==> config.mk <==
export PLATFORM = sky130hd
export DESIGN_NAME = mem_access_unit
export DESIGN_NICKNAME = d
export VERILOG_FILES = /design/src/rtl/mem_access_pkg.sv /design/src/rtl/mem_lane_align.sv /design/src/rtl/mem_access_unit.sv
export SDC_FILE = /design/constraint.sdc
export NUM_CORES = 1
export LEC_CHECK = 0
export BUFFER_PORTS_ARGS = -buffer_cell sky130_fd_sc_hd__buf_4
export CORE_UTILIZATION = 45
export CTS_BUF_LIST = sky130_fd_sc_hd__clkbuf_4 sky130_fd_sc_hd__clkbuf_8
export DETAILED_ROUTE_END_ITERATION = 7
export HOLD_SLACK_MARGIN = 0.05
export PLACE_DENSITY = 0.7
export SLEW_MARGIN = 20
export SYNTH_ARGS = -nofsm -noshare
export SYNTH_HDL_FRONTEND = slang
export SYNTH_HIERARCHICAL = 1
export SYNTH_SLANG_ARGS = --single-unit
==> constraint.sdc <==
create_clock -name clk -period 11.7 [get_ports clk]
set_input_delay 2.34 -clock clk [delete_from_list [all_inputs] [get_ports clk]]
set_output_delay 2.34 -clock clk [all_outputs]
set_load 0.02 [all_outputs]
==> src/rtl/mem_access_pkg.sv <==
// rtl/mem_access_pkg.sv - shared encodings, FSM states and alignment helper for mem_access_unit
package mem_access_pkg;

  localparam logic [1:0] SZ_BYTE    = 2'd0;
  localparam logic [1:0] SZ_HALF    = 2'd1;
  localparam logic [1:0] SZ_WORD    = 2'd2;
  localparam logic [1:0] SZ_ILLEGAL = 2'd3;

  localparam logic MEM_READ  = 1'b1;
  localparam logic MEM_WRITE = 1'b0;

  typedef enum logic [2:0] {
    IDLE,
    RD,
    WR,
    RSP,
    ERR
  } state_t;

  function automatic logic misaligned(input logic [1:0] size, input logic [1:0] addr_lo);
    case (size)
      SZ_HALF: return addr_lo[0];
      SZ_WORD: return |addr_lo;
      default: return 1'b0;
    endcase
  endfunction

endpackage

==> src/rtl/mem_lane_align.sv <==
// rtl/mem_lane_align.sv - load lane select/extension and store byte-merge for a 32-bit word memory
module mem_lane_align
  import mem_access_pkg::*;
(
  input  logic [31:0] word,
  input  logic [1:0]  lane,
  input  logic [1:0]  size,
  input  logic        is_unsigned,
  input  logic [31:0] wdata,
  output logic [31:0] load_data,
  output logic [31:0] store_word
);

  logic [7:0]  sel_byte;
  logic [15:0] sel_half;

  always_comb begin
    case (lane)
      2'd0:    sel_byte = word[7:0];
      2'd1:    sel_byte = word[15:8];
      2'd2:    sel_byte = word[23:16];
      default: sel_byte = word[31:24];
    endcase
    sel_half = lane[1] ? word[31:16] : word[15:0];
  end

  always_comb begin
    case (size)
      SZ_BYTE: load_data = {{24{sel_byte[7] & ~is_unsigned}}, sel_byte};
      SZ_HALF: load_data = {{16{sel_half[15] & ~is_unsigned}}, sel_half};
      default: load_data = word;
    endcase
  end

  // Sub-word stores replace only the addressed lane of the captured word.
  always_comb begin
    store_word = word;
    case (size)
      SZ_BYTE: begin
        case (lane)
          2'd0:    store_word[7:0]   = wdata[7:0];
          2'd1:    store_word[15:8]  = wdata[7:0];
          2'd2:    store_word[23:16] = wdata[7:0];
          default: store_word[31:24] = wdata[7:0];
        endcase
      end
      SZ_HALF: begin
        if (lane[1]) store_word[31:16] = wdata[15:0];
        else         store_word[15:0]  = wdata[15:0];
      end
      SZ_WORD: store_word = wdata;
      default: store_word = word;
    endcase
  end

endmodule

==> src/rtl/mem_access_unit.sv <==
// rtl/mem_access_unit.sv - byte/half/word load-store initiator for a word memory; MEM_ACCESS_RANGE_CHECK_EN enables index range errors
module mem_access_unit
  import mem_access_pkg::*;
#(
  parameter int DEPTH = 64,
  parameter int AW    = 32
) (
  input  logic          clk,
  input  logic          rst,
  input  logic          req_valid,
  output logic          req_ready,
  input  logic          req_we,
  input  logic [1:0]    req_size,
  input  logic          req_unsigned,
  input  logic [AW-1:0] req_addr,
  input  logic [31:0]   req_wdata,
  output logic          rsp_valid,
  output logic [31:0]   rsp_rdata,
  output logic          rsp_err,
  output logic          mem_rw,
  output logic [AW-1:0] mem_addr,
  output logic [31:0]   mem_wdata,
  input  logic [31:0]   mem_rdata
);

`ifdef MEM_ACCESS_RANGE_CHECK_EN
  localparam bit RANGE_EN = 1'b1;
`else
  localparam bit RANGE_EN = 1'b0;
`endif

  localparam logic [AW-3:0] DEPTH_IDX = (AW-2)'(DEPTH);

  state_t        state, state_n;
  logic          lat_we;
  logic [1:0]    lat_size;
  logic          lat_unsigned;
  logic [AW-1:0] lat_addr;
  logic [31:0]   lat_wdata;
  logic [31:0]   cap_word;
  logic [31:0]   rsp_rdata_q;
  logic          rsp_err_q;

  logic          accept;
  logic          req_bad;
  logic          idx_over;
  logic [31:0]   align_word;
  logic [31:0]   load_data;
  logic [31:0]   store_word;

  assign accept   = req_valid && (state == IDLE);
  assign idx_over = (req_addr[AW-1:2] >= DEPTH_IDX);
  assign req_bad  = (req_size == SZ_ILLEGAL) || misaligned(req_size, req_addr[1:0]) ||
                    (idx_over && RANGE_EN);

  always_ff @(posedge clk or posedge rst) begin
    if (rst) state <= IDLE;
    else     state <= state_n;
  end

  always_comb begin
    state_n = state;
    case (state)
      IDLE: begin
        if (req_valid) begin
          if (req_bad)                              state_n = ERR;
          else if (!req_we || req_size != SZ_WORD)  state_n = RD;
          else                                      state_n = WR;
        end
      end
      RD:      state_n = lat_we ? WR : RSP;
      WR:      state_n = RSP;
      RSP:     state_n = IDLE;
      ERR:     state_n = IDLE;
      default: state_n = IDLE;
    endcase
  end

  // Loads extract straight from the memory port; the write path merges into the captured word.
  assign align_word = (state == WR) ? cap_word : mem_rdata;

  mem_lane_align u_align (
    .word        (align_word),
    .lane        (lat_addr[1:0]),
    .size        (lat_size),
    .is_unsigned (lat_unsigned),
    .wdata       (lat_wdata),
    .load_data   (load_data),
    .store_word  (store_word)
  );

  always_ff @(posedge clk or posedge rst) begin
    if (rst) begin
      lat_we       <= 1'b0;
      lat_size     <= SZ_BYTE;
      lat_unsigned <= 1'b0;
      lat_addr     <= '0;
      lat_wdata    <= '0;
      cap_word     <= '0;
      rsp_rdata_q  <= '0;
      rsp_err_q    <= 1'b0;
    end else begin
      if (accept) begin
        lat_we       <= req_we;
        lat_size     <= req_size;
        lat_unsigned <= req_unsigned;
        lat_addr     <= req_addr;
        lat_wdata    <= req_wdata;
        if (req_bad) begin
          rsp_rdata_q <= '0;
          rsp_err_q   <= 1'b1;
        end
      end
      if (state == RD) begin
        cap_word <= mem_rdata;
        if (!lat_we) begin
          rsp_rdata_q <= load_data;
          rsp_err_q   <= 1'b0;
        end
      end
      if (state == WR) begin
        rsp_rdata_q <= '0;
        rsp_err_q   <= 1'b0;
      end
    end
  end

  assign req_ready = (state == IDLE);
  assign rsp_valid = (state == RSP) || (state == ERR);
  assign rsp_rdata = rsp_rdata_q;
  assign rsp_err   = rsp_err_q;
  assign mem_rw    = (state == WR) ? MEM_WRITE : MEM_READ;
  assign mem_addr  = {2'b00, lat_addr[AW-1:2]};
  assign mem_wdata = (state == WR) ? store_word : 32'h0;

endmodule

### After elaboration in Yosys (flattened, before gate mapping)

Cells that the tools add are included.

* register bits: 136
* input port bits: 103
* output and inout bits: 100
* word-level logic and storage cells: 64

* equality and inequality tests: 13
* mux-type cells: 29
* bitwise operators: 3
* reduce and logical (&&, ||, !) cells: 10

Operators by type and width (number)
* two-way mux 32 bit: 7
* case mux 32 bit (3 select lines): 1
* case mux 32 bit (2 select lines): 1
* two-way mux 16 bit: 3
* two-way mux 8 bit: 4
* case mux 8 bit (3 select lines): 1
* case mux 3 bit (3 select lines): 1
* equality test 2 bit (second input constant): 4
* two-way mux 1 bit: 7
* equality test 2 x 1 -> 1 bit (second input constant): 3
* equality test 3 x 2 -> 1 bit (second input constant): 2
* two-way mux 3 bit: 2
* zero test 2 bit: 2
* != test 2 bit (second input constant): 2
* equality test 3 x 1 -> 1 bit (second input constant): 1
* equality test 3 bit (second input constant): 1
* zero test 3 bit: 1
* logical OR 1 bit: 3
* OR reduction 3 bit: 1
* bitwise AND 1 bit: 2
* two-way mux 2 bit: 1
* case mux 1 bit (2 select lines): 1
* OR reduction 2 bit: 1
* logical AND 1 bit: 1
* 2 further kinds: 2

### Logic depth before layout (Yosys ltp)

* word-level depth: 8
* mapped depth: 12
* mapped depth without buffers: 8

### Modules after synthesis

The synthesis kept the hierarchy.

Modules (own cells, without submodules)
* mem_access_unit: times used 1, cells each 427, area each 6082.1 um^2, seq. area each 3403.3 um^2
* mem_lane_align: times used 1, cells each 235, area each 1642.8 um^2, seq. area each 0.0 um^2

### Least setup slack after synthesis

No wires, ideal clock.

* kind: input port to output port
* from: in mem_rdata[29]
* to: out mem_wdata[29]
* data arrival time: 3209 ps
* data required time: 9360 ps
* slack: 6151 ps
* stages: 5
* buffers on the path: 0
* cell sequence: mux2_2 > mux2_2 > nand2_1 > o31ai_1 > and2_1

* cells in the longest elaborated chain, start to end: 4
* elaborated cells on any way between the ends: 5
* classes of those cells: 5 x mux

Ends and longest elaborated chain
* start, declared: line mem_access_unit.sv:23 `input logic [31:0] mem_rdata`
* two-way mux 32 bit (*): line mem_access_unit.sv:80 `assign align_word = (state == WR) ? cap_word : mem_rdata;`
* two-way mux 16 bit or two-way mux 8 bit (tied branches): line mem_lane_align.sv:48, mem_lane_align.sv:40
* case mux 32 bit (3 select lines) (*): line mem_lane_align.sv:38 `case (size)`
* via store_word[29]: line mem_access_unit.sv:49 `logic [31:0] store_word;`
* two-way mux 32 bit (*): line mem_access_unit.sv:134 `assign mem_wdata = (state == WR) ? store_word : 32'h0;`
* end, declared: line mem_access_unit.sv:22 `output logic [31:0] mem_wdata,`

Mark *: on every way through the listed nets, which the timed path passes. The rest lies on a longest branch.

### Worst setup path in the final report

* from: in mem_rdata[27]
* to: out mem_wdata[27]

* cells in the longest elaborated chain, start to end: 4
* elaborated cells on any way between the ends: 5
* classes of those cells: 5 x mux

Ends and longest elaborated chain
* two-way mux 32 bit (*): line mem_access_unit.sv:80
* via align_word[27]: line mem_access_unit.sv:47 `logic [31:0] align_word;`
* two-way mux 16 bit or two-way mux 8 bit (tied branches): line mem_lane_align.sv:48, mem_lane_align.sv:40
* case mux 32 bit (3 select lines) (*): line mem_lane_align.sv:38
* via store_word[27]: line mem_access_unit.sv:49
* two-way mux 32 bit (*): line mem_access_unit.sv:134

Marked as above.

==> results by group <==
Yosys
  • Netlist cell types: 55
  • Post-Synthesis Cells: 662
  • Syn Std Cell Area: 7720 um2
  • Synth Flop Type: dfrtp_1
  • Share of the synthesized area in the top cell type: 44.1%
  • Number of flops mapped to enable cells by yosys: 0
  • Ys Warns: 6
  • Post-synthesis register bit count: 136
  • Largest cells by area after synthesis: dfrtp_1, mux2_2, a32o_1
  • Post-synthesis sequential area ratio: 44.1%
  • Cell taking the most area after synthesis: dfrtp_1
  • Fraction of registers with async set/reset: 100%
  • Top cells by count, synth: mux2_2, dfrtp_1, buf_4
  • Most common cell in the netlist: mux2_2
  • Mapped Avg Cell Area: 11.7 um2

Die
  • Die area: 17700 um2
  • Starting Density: 46.3%
  • Die Ht: 133 um
  • Die W: 133 um
  • Placement row count: 47
  • # IOs: 203
  • Placeable core region: 16700 um2

Global route
  • Routing usage on met3: 4.87%
  • Vias in the first global route: 5975
  • Largest net degree at the start of global routing: 71
  • Antenna violations before repair: 0
  • Congestion Overflow GR: 0
  • First-pass GRT wire length: 33900 um
  • Routing usage on met1: 35.0%
  • Met2 Usage GRT: 39.8%
  • GRT Overall Usage: 25.6%
  • Gr busiest metal: met2

Worst hold path
  • Worst Hold Launch: cap_word[7]
  • WHS Path Cells: 1
  • Worst hold path type: reg2reg
  • Hold Path End: cap_word[7]

STA
  • Max-Slew Margin vs Limit: 36.4%
  • Hold Fails Final Rpt: 0
  • RSZ-0062 raised after global routing: no
  • Period utilisation layout: 50.7%
  • Min Tclk post-route: 5.93 ns
  • Max Fclk: 0.169 GHz
  • Final Skew: 0.00829 ns
  • Worst Tran Pin Value: 0.954 ns
  • Final Setup Violations: 0
  • Final setup TNS: 0 ns
  • Fin. max-slew vios: 0
  • Final setup margin: 5.77 ns

Setup path
  • Worst r2r src: state[1]
  • Crit. End Element: primary output
  • Crit start category: input port
  • Worst reg-to-reg path cell count: 9
  • Reg2reg setup slack: 8.13 ns
  • R2R Path End: rsp_rdata[16]
  • Critical Path Fanout Max: 6
  • Crit path kind: in2out
  • CP Data Arrival Time: 3.59 ns
  • Critical path required time: 9.36 ns

Run status
  • Status: finished clean

Final layout
  • Nets: 910
  • Share of layout cells above drive strength 1: 50.5%
  • Area grow syn2layout: 21.8%
  • Final Util: 56.3%
  • Final Instance Area: 9410 um2
  • Antenna diodes: 0

Power and ir drop
  • Worst vdd ir: 0.133 mV
  • Leakage: 0.00429 uW
  • Switching part of the total: 42.1%
  • Sequential share of power: 31.1%
  • Combinational power share: 54.9%
  • Int Pwr: 1650 uW
  • Final Power: 2860 uW
  • Clock share of power: 14.1%
  • Switch Pwr: 1200 uW
  • Pwr dens: 304 nW/um2

Place
  • Post-placement setup slack: 5.78 ns
  • RD Place Congestion: 0.858
  • DP HPWL: 15700 um
  • DP Area: 9010 um2
  • # port buffers: 200

Clock network
  • Post-CTS Setup Inserts: 0
  • H-Tree Depth: 4
  • Root buf cell: clkbuf_8
  • TritonCTS Sinks: 136
  • # hold bufs at CTS: 0
  • CTS tree: yes
  • CTS-repair resized insts: 0
  • Clk slew on worst S/H paths: 0.07 ns
  • CTS Buf Count: 17
  • Clock buffer depth: 2
  • Worst-Skew Late Latency: 0.45 ns

Drt
  • DRC: 0
  • Via count: 5976
  • Routed Antenna Nets: 0
  • Iteration-0 DRC Markers: 542
  • WL/cell: 21.4 um
  • DR vias/cell: 5.77
  • DRT Pass-1 Iters: 7
  • Final wirelength: 22100 um

Flow run
  • Max cap viols: 0
-- kinds of logic after synthesis --
group,share of synthesized area (%)
buf+inv,8.60
flops,44.1
fa+ha+maj,0.486
simple gates,7.97
mux,24.3
compound gates,14.6
other cells,0.0485
-- final cells by class --
type	instances	area (um2)
Fill cell	1472	7290
Multi-Input combinational cell	420	3690
Sequential cell	136	3400
Timing Repair Buffer	207	1550
Tap cell	220	275
Clock buffer	19	249
Clock inverter	12	151
Inverter	22	85.1
-- critical path, stage by stage --
cell,delay [ns]
buf_4,0.11
mux2_2,0.36
mux2_2,0.29
nand2_1,0.08
o31ai_1,0.08
and2_1,0.17
buf_4,0.16
-- flip-flops by register name, summed over array words and instances (netlist names), 2 cells and up --
name,cells
state,3
lat_size,2
rsp_rdata,32
lat_wdata,32
cap_word,32
lat_addr,32
-- placed cells by master (no fill, tap or decap), types with 6 or more instances in the layout --
| cell type | instances |
|---|---|
| a221o_1 | 8 |
| a22o_1 | 15 |
| a311oi_1 | 6 |
| a21oi_1 | 18 |
| a222oi_1 | 7 |
| inv_1 | 20 |
| a21o_1 | 7 |
| o22a_1 | 8 |
| and2_1 | 34 |
| mux2_2 | 151 |
| nor2_1 | 26 |
| buf_4 | 207 |
| mux4_2 | 6 |
| nand2_1 | 33 |
| dfrtp_1 | 136 |
| clkbuf_8 | 17 |
| o22ai_1 | 8 |
| a32o_1 | 32 |
| o31ai_1 | 8 |
-- layer usage --
layer	vias to the layer above	share of wire, %
met1	3020	43
met2	238	49
met3	35	6.0
met4	0	2.4
li1	2683	-
met5	-	0
-- metrics by stage --
stage | std cells | hold WS (ns)
6_report | 1036 | 0.506
5_1_grt | 1036 | 0.517
4_1_cts | 1036 | 0.508
3_5_place_dp | 1005 | 0.491
3_3_place_gp | 1005 | 0.484
2_1_floorplan | 663 | 0.471
-- worst max-delay path by stage --
stage,from,end,slack [ns],cells past startpoint
final,mem_rdata[27],mem_wdata[27],5.77,7
after global routing,mem_rdata[13],mem_wdata[13],5.72,6
after CTS,mem_rdata[27],mem_wdata[27],5.78,7
after detailed placement,mem_rdata[27],mem_wdata[27],5.78,7
after global placement,mem_rdata[29],mem_wdata[29],5.78,7
after floorplan,rst,cap_word[0],5.72,1
-- power by group through the flow --
| stage | Sequential, uW | Combinational [uW] | Clock (uW) |
|---|---|---|---|
| 2_1_floorplan | 832 | 1220 | 0 |
| 3_3_place_gp | 880 | 1520 | 0 |
| 3_5_place_dp | 892 | 1560 | 0 |
| 4_1_cts | 882 | 1560 | 412 |
| 5_1_grt | 914 | 1680 | 435 |
| 6_report | 887 | 1570 | 402 |
Power figures use the tool's default switching activity.
